--- src/rtl/div_sequencer.sv ---
// Sequencer between M-extension issue logic and an iterative 32-bit divider.
// Optional DIV_REUSE_EN keeps the last divider result for an identical repeat request.
module div_sequencer #(
  parameter int TAG_W = 5
) (
  input  logic             clk,
  input  logic             rst,
  input  logic             flush,
  input  logic             req_valid,
  output logic             req_ready,
  input  logic [2:0]       req_op,
  input  logic [31:0]      req_a,
  input  logic [31:0]      req_b,
  input  logic [TAG_W-1:0] req_tag,
  output logic             rsp_valid,
  input  logic             rsp_ready,
  output logic [31:0]      rsp_data,
  output logic [TAG_W-1:0] rsp_tag,
  output logic             busy,
  output logic [2:0]       div_divsel,
  output logic [31:0]      div_a,
  output logic [31:0]      div_b,
  input  logic             div_ready,
  input  logic [31:0]      div_res
);

  localparam logic [2:0] OP_NONE = 3'b000;
  localparam logic [2:0] OP_DIV  = 3'b001;
  localparam logic [2:0] OP_DIVU = 3'b010;
  localparam logic [2:0] OP_REM  = 3'b011;
  localparam logic [2:0] OP_REMU = 3'b100;

  typedef enum logic [1:0] {
    S_IDLE  = 2'd0,
    S_RUN   = 2'd1,
    S_DONE  = 2'd2,
    S_DRAIN = 2'd3
  } state_t;

  state_t             state_q, state_d;
  logic [2:0]         op_q, op_d;
  logic [31:0]        a_q, a_d;
  logic [31:0]        b_q, b_d;
  logic [TAG_W-1:0]   tag_q, tag_d;
  logic [31:0]        rsp_data_q, rsp_data_d;
  logic               rsp_valid_q, rsp_valid_d;
  logic               busy_q, busy_d;
  logic [2:0]         divsel_q, divsel_d;

  logic               accept_s;
  logic               op_legal_s;
  logic               op_signed_s;
  logic               op_rem_s;
  logic               b_zero_s;
  logic               ovf_s;
  logic               hit_s;
  logic [31:0]        hit_res_s;

  assign accept_s    = req_valid & req_ready & ~flush;
  assign op_legal_s  = (req_op == OP_DIV) | (req_op == OP_DIVU) |
                       (req_op == OP_REM) | (req_op == OP_REMU);
  assign op_signed_s = (req_op == OP_DIV) | (req_op == OP_REM);
  assign op_rem_s    = (req_op == OP_REM) | (req_op == OP_REMU);
  assign b_zero_s    = (req_b == 32'h0000_0000);
  assign ovf_s       = op_signed_s & (req_a == 32'h8000_0000) & (req_b == 32'hFFFF_FFFF);

`ifdef DIV_REUSE_EN
  logic               last_vld_q;
  logic [2:0]         last_op_q;
  logic [31:0]        last_a_q;
  logic [31:0]        last_b_q;
  logic [31:0]        last_res_q;
  logic               from_div_q;

  assign hit_s     = last_vld_q & (req_op == last_op_q) & (req_a == last_a_q) & (req_b == last_b_q);
  assign hit_res_s = last_res_q;

  // Reuse entry: only a divider result that was actually handed to the consumer is kept.
  always_ff @(posedge clk) begin
    if (rst) begin
      last_vld_q <= 1'b0;
      last_op_q  <= OP_NONE;
      last_a_q   <= 32'h0000_0000;
      last_b_q   <= 32'h0000_0000;
      last_res_q <= 32'h0000_0000;
      from_div_q <= 1'b0;
    end else begin
      if (state_q == S_RUN) begin
        from_div_q <= 1'b1;
      end else if (state_q == S_IDLE) begin
        from_div_q <= 1'b0;
      end else begin
        from_div_q <= from_div_q;
      end
      if ((state_q == S_DONE) && rsp_ready && !flush && from_div_q) begin
        last_vld_q <= 1'b1;
        last_op_q  <= op_q;
        last_a_q   <= a_q;
        last_b_q   <= b_q;
        last_res_q <= rsp_data_q;
      end
    end
  end
`else
  assign hit_s     = 1'b0;
  assign hit_res_s = 32'h0000_0000;
`endif

  // Next-state and registered-output computation.
  always_comb begin
    state_d    = state_q;
    op_d       = op_q;
    a_d        = a_q;
    b_d        = b_q;
    tag_d      = tag_q;
    rsp_data_d = rsp_data_q;
    case (state_q)
      S_IDLE: begin
        if (accept_s) begin
          op_d  = req_op;
          a_d   = req_a;
          b_d   = req_b;
          tag_d = req_tag;
          if (!op_legal_s) begin
            state_d    = S_DONE;
            rsp_data_d = 32'h0000_0000;
          end else if (b_zero_s) begin
            state_d    = S_DONE;
            rsp_data_d = op_rem_s ? req_a : 32'hFFFF_FFFF;
          end else if (ovf_s) begin
            state_d    = S_DONE;
            rsp_data_d = op_rem_s ? 32'h0000_0000 : 32'h8000_0000;
          end else if (hit_s) begin
            state_d    = S_DONE;
            rsp_data_d = hit_res_s;
          end else begin
            state_d = S_RUN;
          end
        end else begin
          state_d = S_IDLE;
        end
      end
      S_RUN: begin
        if (flush) begin
          state_d = S_DRAIN;
        end else if (div_ready) begin
          state_d    = S_DONE;
          rsp_data_d = div_res;
        end else begin
          state_d = S_RUN;
        end
      end
      S_DONE: begin
        // Flush and handshake both leave DONE; flush takes priority by construction.
        if (flush || rsp_ready) begin
          state_d = S_DRAIN;
        end else begin
          state_d = S_DONE;
        end
      end
      S_DRAIN: begin
        if (div_ready) begin
          state_d = S_DRAIN;
        end else begin
          state_d = S_IDLE;
        end
      end
      default: begin
        state_d = S_IDLE;
      end
    endcase
    divsel_d    = (state_d == S_RUN) ? op_d : OP_NONE;
    rsp_valid_d = (state_d == S_DONE);
    busy_d      = (state_d != S_IDLE);
  end

  // State and datapath registers.
  always_ff @(posedge clk) begin
    if (rst) begin
      state_q     <= S_IDLE;
      op_q        <= OP_NONE;
      a_q         <= 32'h0000_0000;
      b_q         <= 32'h0000_0000;
      tag_q       <= '0;
      rsp_data_q  <= 32'h0000_0000;
      rsp_valid_q <= 1'b0;
      busy_q      <= 1'b0;
      divsel_q    <= OP_NONE;
    end else begin
      state_q     <= state_d;
      op_q        <= op_d;
      a_q         <= a_d;
      b_q         <= b_d;
      tag_q       <= tag_d;
      rsp_data_q  <= rsp_data_d;
      rsp_valid_q <= rsp_valid_d;
      busy_q      <= busy_d;
      divsel_q    <= divsel_d;
    end
  end

  assign req_ready  = (state_q == S_IDLE);
  assign rsp_valid  = rsp_valid_q;
  assign rsp_data   = rsp_data_q;
  assign rsp_tag    = tag_q;
  assign busy       = busy_q;
  assign div_divsel = divsel_q;
  assign div_a      = a_q;
  assign div_b      = b_q;

endmodule

--- config.mk ---
export PLATFORM = sky130hd
export DESIGN_NAME = div_sequencer
export DESIGN_NICKNAME = d
export VERILOG_FILES = /design/src/rtl/div_sequencer.sv
export SDC_FILE = /design/constraint.sdc
export NUM_CORES = 1
export LEC_CHECK = 0
export ABC_AREA = 1
export CAP_MARGIN = 5
export CORE_MARGIN = 2
export CORE_UTILIZATION = 62
export DETAILED_ROUTE_END_ITERATION = 10
export DONT_BUFFER_PORTS = 1
export GPL_TIMING_DRIVEN = 0
export PLACE_DENSITY = 0.75
export SKIP_LAST_GASP = 1
export SLEW_MARGIN = 25
export SYNTH_ARGS = -nofsm -noshare
export SYNTH_HDL_FRONTEND = slang
export SYNTH_SLANG_ARGS = --single-unit
--- constraint.sdc ---
create_clock -name clk -period 1.8 [get_ports clk]
set_clock_uncertainty 0.05 [all_clocks]
set_input_delay 0.27 -clock clk [delete_from_list [all_inputs] [get_ports clk]]
set_output_delay 0.27 -clock clk [all_outputs]
set_load 0.01 [all_outputs]
==> flow_summary.toml, run 1 <==
[cts]
h-tree-depth = 3
cts.sinks = 111
cts-root-buf = "clkbuf_8"
clk_latency_ns = 0.37
clk_pin_slew_worst_paths_ns = 0.11
cts_buffer_depth = 2
cts_buffers = 9
cts_tree = "built"

[floorplan]
rows = 32
die_y_um = 93.7
initial_core_util = 0.642
core_um2 = 7770
dieWidth_um = 93.7
num_io_pins = 217
die_area_um2 = 8780

[global_route]
track_usage = 0.366
grt_max_degree = 20
grt_pass1_wl_mm = 25.5
grt_pass1_vias = 5308
antenna_found_initial = 0
gr-total-overflow = 0

[final_layout]
fin_nets = 932
diodes = 0
areaGrowthSynthToFinish_pct = 22.2
drive_above_1_share = 0.0713
n_fill_cell = 591
final_cell_area_um2 = 6100

[logic_synthesis]
syn_area_um2 = 4990
yosysTopAreaCell = "dfxtp_1"
synth.distinct_cells = 22
yosysTopAreaCellShare = 0.446
ys_ff_latch = 111
synth_area_leaders = "dfxtp_1 (45%), nand2_1 (16%), nor2_1 (11%), a21oi_1 (10%), a22oi_1 (4.7%)"
avgSynthCellArea_um2 = 6.75
synth_warnings = 0
synth_cells = 739
ys_seq_area_frac = 0.446
syn_nets = 849

[sta]
finalCritPeriodShare = 0.961
tightest_slew_ns = 0.533
fmax_mhz = 578
setup_tns_ns = 0
whs_ns = -0.00246
maxSlewViolCount = 0
finalHoldViolations = 2
setup_viol = 0
period_minus_slack_ns = 1.73
slew-limit-headroom = 0.645

[place]
gp_routability_congestion = 0.851
place_hpwl_mm = 10.9
place_area_um2 = 5110
portBuffers = 0

[setup_path]
crit_path_frequent_cell = "clkbuf_4"
path_cells = "nor2_4, nand3_4, inv_1, clkbuf_4, clkbuf_4, nand2_1, a21oi_1"
cp_num_cells = 7
path_class = "register to register"
worst_path_largest_cell_delay_ns = 0.38
crit_fanout = 10
critPathRequiredTime_ns = 2.05
r2r-end = "div_a[23]"
crit_buf_inv = 3
cp-end-kind = "register"
r2r_slack_ns = 0.07
path_delay_family = "buffers and inverters"
reg2reg_depth = 7
cpMaxStageDelayCell = "dfxtp_2"
start_kind = "register"
crit_arrival_ns = 1.98
r2r_start = "state_q[1]"

[routing]
dr_total_vias = 5429
drt-initial-drc-count = 380
routedWlPerCell_um = 17.6
ant_nets = 0
firstDrtPassIters = 7
postRouteWirelength_mm = 16.4
drc = 0
vias_per_cell = 5.84

[min_path]
holdPathEnd = "div_a[30]"
hp-class = "primary input to register"
holdPathStages = 2
min_from = "req_a[30]"

[status]
violations = "negative hold slack"
status = "complete, but fails checks"

[pwr]
ir_drop_mv = 0.602
power_density_nw_per_um2 = 946
leakagePower_nw = 2.38

[flow_run]
drv_cap = 0
[synth_stat cells]
cell type / instances
a211oi_4: 1
a21oi_1: 103
a22oi_1: 31
buf_1: 3
buf_2: 19
buf_4: 4
clkbuf_1: 24
clkinv_1: 1
dfxtp_1: 111
inv_1: 19
inv_2: 1
mux2i_1: 1
nand2_1: 219
nand3_1: 35
nand3_2: 1
nand4_1: 6
nor2_1: 144
nor2_2: 1
nor2_4: 2
nor3_1: 5
o21ai_0: 7
o31ai_1: 1
[stage by stage]
step,power (W),setup slack (ns),cells,util
global placement,0.00392,-0.312,841,0.659
detailed placement,0.00396,-0.385,841,0.659
floorplan,0.00373,0.213,739,-
CTS,0.00566,-0.0156,927,0.776
global route,0.00603,-0.00440,929,0.785
finish,0.00577,0.0694,929,0.785
[metal layers]
layer  vias up  track usage  share of wire
met1      2473        0.419           0.36
li1       2569            -              -
met5         -            0              0
met2       323        0.629           0.48
met4         0        0.153          0.037
met3        64        0.114           0.12
[layout by cell type (no fill, tap or decap)]
master         instances
buf_1                  3
clkbuf_4               9
buf_6                  1
clkinv_1               1
dlygate4sd3_1         65
o31ai_1                1
nand4_1                6
nand3_4                1
clkbuf_1              22
nand2_2                1
clkbuf_8              10
dfxtp_1              109
clkbuf_2               2
inv_1                 19
a22oi_1               31
nor2_1               144
mux2i_1                1
o21ai_0                7
inv_8                  2
a21oi_2                1
clkinv_4               2
dfxtp_2                2
bufinv_16              1
inv_2                  1
nand2_1              218
clkinvlp_4             1
nand3_1               34
buf_2                  7
nor2_4                 3
nor3_1                 5
buf_4                 13
nand3_2                1
a211oi_4               1
a21oi_1              102
[area by class of cell]
class                           instances  area [um2]  area share
Buffer                                 50         259      0.0425
Clock buffer                           10         138      0.0226
Clock inverter                          6        77.6      0.0127
Inverter                               21        78.8      0.0129
Multi-Input combinational cell        557        2480       0.407
Sequential cell                       111        2220       0.365
Tap cell                              102         128      0.0209
Timing Repair Buffer                   72         707       0.116
[repair_timing]
action                                  CTS  global route
buffers inserted                          5             2
hold endpoints to repair                 65             0
endpoints found under the setup margin  106           104
hold buffers                             65             0
pin swaps                                 3             3
resized for setup                         2            25
[state kept, by name, summed over array words and instances, names as in the netlist]
register    count
busy            1
div_a          32
div_b          32
div_divsel      3
op_q            3
rsp_data       32
rsp_tag         5
rsp_valid       1
state_q         2
[worst max path at each step]
stage / slack (ns) / startpoint / endpoint
after floorplan: 0.21 / req_b[0] / rsp_data[10]
after global placement: -0.31 / req_b[0] / rsp_data[4]
after detailed placement: -0.39 / req_b[0] / rsp_data[7]
after CTS: -0.02 / state_q[1] / div_a[25]
after global routing: -0.004 / req_b[0] / rsp_data[4]
final: 0.07 / state_q[1] / div_a[23]
[kinds of logic after synthesis]
group           Yosys count  share of synthesized area
compound gates          143                      0.163
simple gates            413                      0.329
buf+inv                  71                     0.0612
flops                   111                      0.446
mux                       1                    0.00201
[where the power goes]
part / internal, W / total, W / switching [W] / leakage [nW]
logic: 0.000509 / 0.00123 / 0.000723 / 1.37
clock network: 0.000707 / 0.00161 / 0.000904 / 0.107
registers: 0.00267 / 0.00292 / 0.000252 / 0.907
Power figures use the tool's default switching activity.
==> inputs of run 2 (changes only) <==
--- a/config.mk
+++ b/config.mk
@@ -5,7 +5,7 @@
 export SDC_FILE = /design/constraint.sdc
 export NUM_CORES = 1
 export LEC_CHECK = 0
-export ABC_AREA = 1
+export ABC_AREA = 0
 export CAP_MARGIN = 5
 export CORE_MARGIN = 2
 export CORE_UTILIZATION = 62
==> flow_summary.toml, run 2 <==
[status]
status = "complete, but fails checks"
violations = "negative setup slack"

[sta]
finalCritPeriodShare = 1.01
maxSlewViolCount = 0
finalHoldViolations = 0
period_minus_slack_ns = 1.82
fmax_mhz = 548
rsz0062_at_grt = "true"
setup_viol = 14
slew-limit-headroom = 0.605
tightest_slew_ns = 0.593
final.setup.worst_slack_ns = -0.0233

[routing]
routedWlPerCell_um = 20.6
firstDrtPassIters = 5
postRouteWirelength_mm = 16.8
vias_per_cell = 6.23
dr_total_vias = 5065
drt-initial-drc-count = 371
drc = 0
ant_nets = 0

[cts]
cts_tree = "built"
h-tree-depth = 3
clk_latency_ns = 0.37
clk_pin_slew_worst_paths_ns = 0.10
cts-root-buf = "clkbuf_8"
cts.sinks = 111
cts_buffers = 9
cts_buffer_depth = 2

[final_layout]
final_cell_area_um2 = 6280
diodes = 0
final_common_cell = "nand2_1"
n_fill_cell = 504
drive_above_1_share = 0.152
fin_nets = 816
layout_common_cells = "nand2_1 (182), dfxtp_1 (109), a21oi_1 (78)"
post-route-util = 0.813
areaGrowthSynthToFinish_pct = 26.7

[setup_path]
r2r_slack_ns = 0.02
r2r_start = "state_q[1]"
reg2reg_depth = 6
path_cells = "or4_1, nor4_4, nand3_2, buf_6, a311o_1, o21ai_2"
r2r-end = "rsp_data[12]"
worst_path_largest_cell_delay_ns = 0.60
cp-end-kind = "register"
crit_fanout = 5
critPathRequiredTime_ns = 2.06
start_kind = "primary input"
path_class = "primary input to register"
crit_arrival_ns = 2.08
cpMaxStageDelayCell = "or4_1"

[logic_synthesis]
synthArstFlopShare = 0
synth_common_cells = "nand2_1 (182), dfxtp_1 (111), a21oi_1 (79)"
synth_warnings = 0
ys_seq_area_frac = 0.448
synth_ff_type = "dfxtp_1"
synth_area_leaders = "dfxtp_1 (45%), nand2_1 (14%), a21oi_1 (8.0%), a311o_1 (6.3%), a2bb2oi_1 (5.3%)"
yosysTopAreaCell = "dfxtp_1"
synth_cells = 613
avgSynthCellArea_um2 = 8.09
syn_area_um2 = 4960
ys_ff_latch = 111
syn_nets = 723
synth.distinct_cells = 40
yosysTopAreaCellShare = 0.448
synth_most_common_cell = "nand2_1"
synth_edf_count = 0

[pwr]
switchingPower_w = 0.00151
total_power_w = 0.00515
clkPwrFrac = 0.310
sw_frac_of_total = 0.293
power_density_nw_per_um2 = 819
intPower_w = 0.00364
leakagePower_nw = 2.25
p_seq_frac = 0.532
p_comb_frac = 0.158
ir_drop_mv = 0.481

[global_route]
grt_max_degree = 20
grt_pass1_wl_mm = 25.0
grt_pass1_vias = 5063
track_usage = 0.367
antenna_found_initial = 0
gr-total-overflow = 0

[place]
portBuffers = 0
place_hpwl_mm = 11.3
place_area_um2 = 5090
gp_routability_congestion = 0.905

[floorplan]
num_io_pins = 217
dieWidth_um = 93.4
rows = 32
die_area_um2 = 8730
initial_core_util = 0.642
core_um2 = 7730
die_y_um = 93.4

[min_path]
holdPathEnd = "op_q[2]"
min_from = "req_op[2]"
hp-class = "primary input to register"
holdPathStages = 2

[flow_run]
drv_cap = 0
run 2: changes by cell type after synthesis, moves of 24 or more:
cell / delta
nand3_1: -35
a22oi_1: -31
nand2_1: -37
a311o_1: +31
a21oi_1: -24
a2bb2oi_1: +30
o21ai_2: +29
nor2_1: -108
run 2: logic make-up after synthesis:
family	Yosys count	synth area share
compound gates	181	0.263
xor+xnor	2	0.00353
buf+inv	55	0.0484
flops	111	0.448
mux	1	0.00202
simple gates	263	0.235
run 2: power by group through the flow:
stage / Clock [W] / Sequential [W] / Combinational [W]
2_1_floorplan: 0 / 0.00275 / 0.000463
3_3_place_gp: 0 / 0.00278 / 0.000564
3_5_place_dp: 0 / 0.00279 / 0.000586
4_1_cts: 0.00160 / 0.00273 / 0.000751
5_1_grt: 0.00171 / 0.00275 / 0.000888
6_report: 0.00160 / 0.00274 / 0.000811
run 2: routing by layer:
metal | wire, um | track usage | up-vias | share of wire
met5 | 0 | 0 | - | 0
met3 | 1800 | 0.113 | 76 | 0.11
li1 | - | - | 2352 | -
met2 | 7870 | 0.614 | 314 | 0.47
met4 | 842 | 0.214 | 0 | 0.050
met1 | 6240 | 0.409 | 2323 | 0.37
run 2: worst max-delay path, delay by kind of cell:
family	cells	cell delay (ns)
and+or+nand+nor	3	1.28
AOI/OAI and AO/OA	2	0.34
buffers and inverters	1	0.18
run 2: area by class of cell:
cell class	count	area [um2]	share of cell area
sequential	111	2230	0.355
multi-input combinational	448	2570	0.410
clock buffer	10	138	0.0219
buffer	52	327	0.0520
timing repair buffer	82	802	0.128
tap	102	128	0.0203
clock inverter	6	77.6	0.0123
inverter	2	7.51	0.00119
run 2: stage by stage:
| step | hold slack (ns) | setup WS [ns] | instances | TNS, ns |
|---|---|---|---|---|
| after CTS | 0.00847 | -0.0359 | 806 | -0.252 |
| after floorplan | 0.356 | -0.191 | 613 | -5.84 |
| final | 0.0125 | -0.0233 | 813 | -0.132 |
| after detailed placement | 0.362 | -0.473 | 715 | -27.39 |
| after global placement | 0.356 | -0.434 | 715 | -24.79 |
| after global routing | 0.00242 | -0.0621 | 813 | -1.34 |
run 2: how the worst max path moves through the flow:
stage | cells after the start | endpoint | slack, ns | start
3_5_place_dp | 7 | div_a[28] | -0.47 | state_q[0]
4_1_cts | 5 | div_a[28] | -0.04 | state_q[1]
2_1_floorplan | 7 | rsp_data[30] | -0.19 | req_a[17]
5_1_grt | 6 | rsp_data[15] | -0.06 | state_q[1]
6_report | 6 | rsp_data[9] | -0.02 | req_a[6]
3_3_place_gp | 7 | rsp_data[1] | -0.43 | req_a[17]
run 2: timing repair:
item	CTS	global route
hold buffers	71	0
resized for setup	30	61
pin swaps	4	7
endpoints found under the hold margin	71	0
cloned	1	4
setup endpoints to repair	106	86
buffers inserted	3	4
==> inputs of run 3 (changes only) <==
--- a/config.mk
+++ b/config.mk
@@ -9,6 +9,7 @@
 export CAP_MARGIN = 5
 export CORE_MARGIN = 2
 export CORE_UTILIZATION = 62
+export CTS_BUF_LIST = sky130_fd_sc_hd__clkbuf_16
 export DETAILED_ROUTE_END_ITERATION = 10
 export DONT_BUFFER_PORTS = 1
 export GPL_TIMING_DRIVEN = 0
==> flow_summary.toml, run 3 (synthesis gave the netlist of run 2 again) <==
[pwr]
p_seq_frac = 0.504
power_density_nw_per_um2 = 973
leakagePower_nw = 1.94
intPower_w = 0.00393
ir_drop_mv = 0.474
clkPwrFrac = 0.374
p_comb_frac = 0.123
switchingPower_w = 0.00150
sw_frac_of_total = 0.276

[final_layout]
fin_nets = 737
drive_above_1_share = 0.149
n_fill_cell = 629
layout_common_cells = "nand2_1 (182), dfxtp_1 (109), a21oi_1 (78)"
diodes = 0
areaGrowthSynthToFinish_pct = 12.4
final_common_cell = "nand2_1"

[floorplan]
die_area_um2 = 8730
die_y_um = 93.4
core_um2 = 7730
initial_core_util = 0.642
rows = 32
dieWidth_um = 93.4
num_io_pins = 217

[sta]
whs_ns = 0.00438
setup_viol = 31
maxSlewViolCount = 0
final.setup.worst_slack_ns = -0.0648
finalHoldViolations = 0
fmax_mhz = 536
slew-limit-headroom = 0.575
setup_tns_ns = -1.20
period_minus_slack_ns = 1.86
rsz0062_at_grt = "true"
finalCritPeriodShare = 1.04
tightest_slew_ns = 0.638

[setup_path]
cp-end-kind = "register"
crit_fanout = 10
start_kind = "primary input"
crit_arrival_ns = 2.10
path_class = "primary input to register"
critPathRequiredTime_ns = 2.03
cp-startpoint = "req_a[17]"
r2r_start = "state_q[1]"

[routing]
postRouteWirelength_mm = 14.7
drt-initial-drc-count = 330
firstDrtPassIters = 5
ant_nets = 0
vias_per_cell = 6.24
drc = 0
routedWlPerCell_um = 20.1
dr_total_vias = 4577

[min_path]
hp-class = "primary input to register"
min_from = "req_a[30]"

[place]
dp_slack_ns = -0.473
portBuffers = 0
gp_routability_congestion = 0.905
place_hpwl_mm = 11.3

[cts]
cts_buffers = 9
cts.sinks = 111
cts-root-buf = "clkbuf_16"
h-tree-depth = 3
cts_tree = "built"
holdBufCountCts = 0
clk_latency_ns = 0.34
cts_buffer_depth = 2
clk_pin_slew_worst_paths_ns = 0.08

[global_route]
grt_max_degree = 20
track_usage = 0.330
gr-total-overflow = 0
antenna_found_initial = 0
grt_pass1_wl_mm = 22.7
grt_pass1_vias = 4466

[status]
violations = "negative setup slack"
status = "complete, but fails checks"

[flow_run]
drv_cap = 0
run 3: cell type report:
cell class / instances / area, um2 / share of cell area
multi-input combinational: 447 / 2560 / 0.459
sequential: 111 / 2230 / 0.400
buffer: 53 / 319 / 0.0572
clock buffer: 9 / 225 / 0.0404
tap: 102 / 128 / 0.0229
clock inverter: 7 / 81.3 / 0.0146
timing repair buffer: 3 / 26.3 / 0.00471
inverter: 2 / 7.51 / 0.00135
run 3: power by group through the flow:
stage	registers (W)	clock network, W	logic (W)
2_1_floorplan	0.00275	0	0.000463
3_3_place_gp	0.00278	0	0.000564
3_5_place_dp	0.00279	0	0.000586
4_1_cts	0.00273	0.00203	0.000618
5_1_grt	0.00275	0.00215	0.000746
6_report	0.00273	0.00203	0.000668
run 3: repair_timing:
item / CTS / global route
cloned: 1 / 0
resized for setup: 30 / 48
endpoints found under the setup margin: 106 / 63
pin swaps: 5 / 5
setup buffers: 2 / 0
run 3: final timing paths:
| path | cells past startpoint | end | slack [ns] |
|---|---|---|---|
| hold reg to reg | 2 | op_q[0] | 0.42 |
| setup / recovery | 7 | rsp_data[25] | -0.06 |
| hold / removal | 2 | div_a[30] | 0.004 |
| setup reg to reg | 7 | rsp_valid | -0.01 |
run 3: per-layer routing:
layer	global-route usage	wire, um	vias to the layer above
met5	0	0	-
li1	-	-	2191
met2	0.565	7090	217
met1	0.379	5630	2131
met3	0.107	1550	38
met4	0.135	458	0
run 3: critical path, stage by stage:
cell and delay (ns):
or4_4 0.53, nor4_1 0.26, and4_2 0.31, nand3_4 0.16
buf_6 0.20, a311o_1 0.29, o21ai_2 0.06
run 3: through the flow:
stage               utilization  cells  power, W  area, um2
finish                    0.722    734   0.00543       5580
global route              0.722    734   0.00564       5580
CTS                       0.710    734   0.00538       5490
detailed placement        0.659    715   0.00337       5090
global placement          0.659    715   0.00335       5090
floorplan                     -    613   0.00321       4970
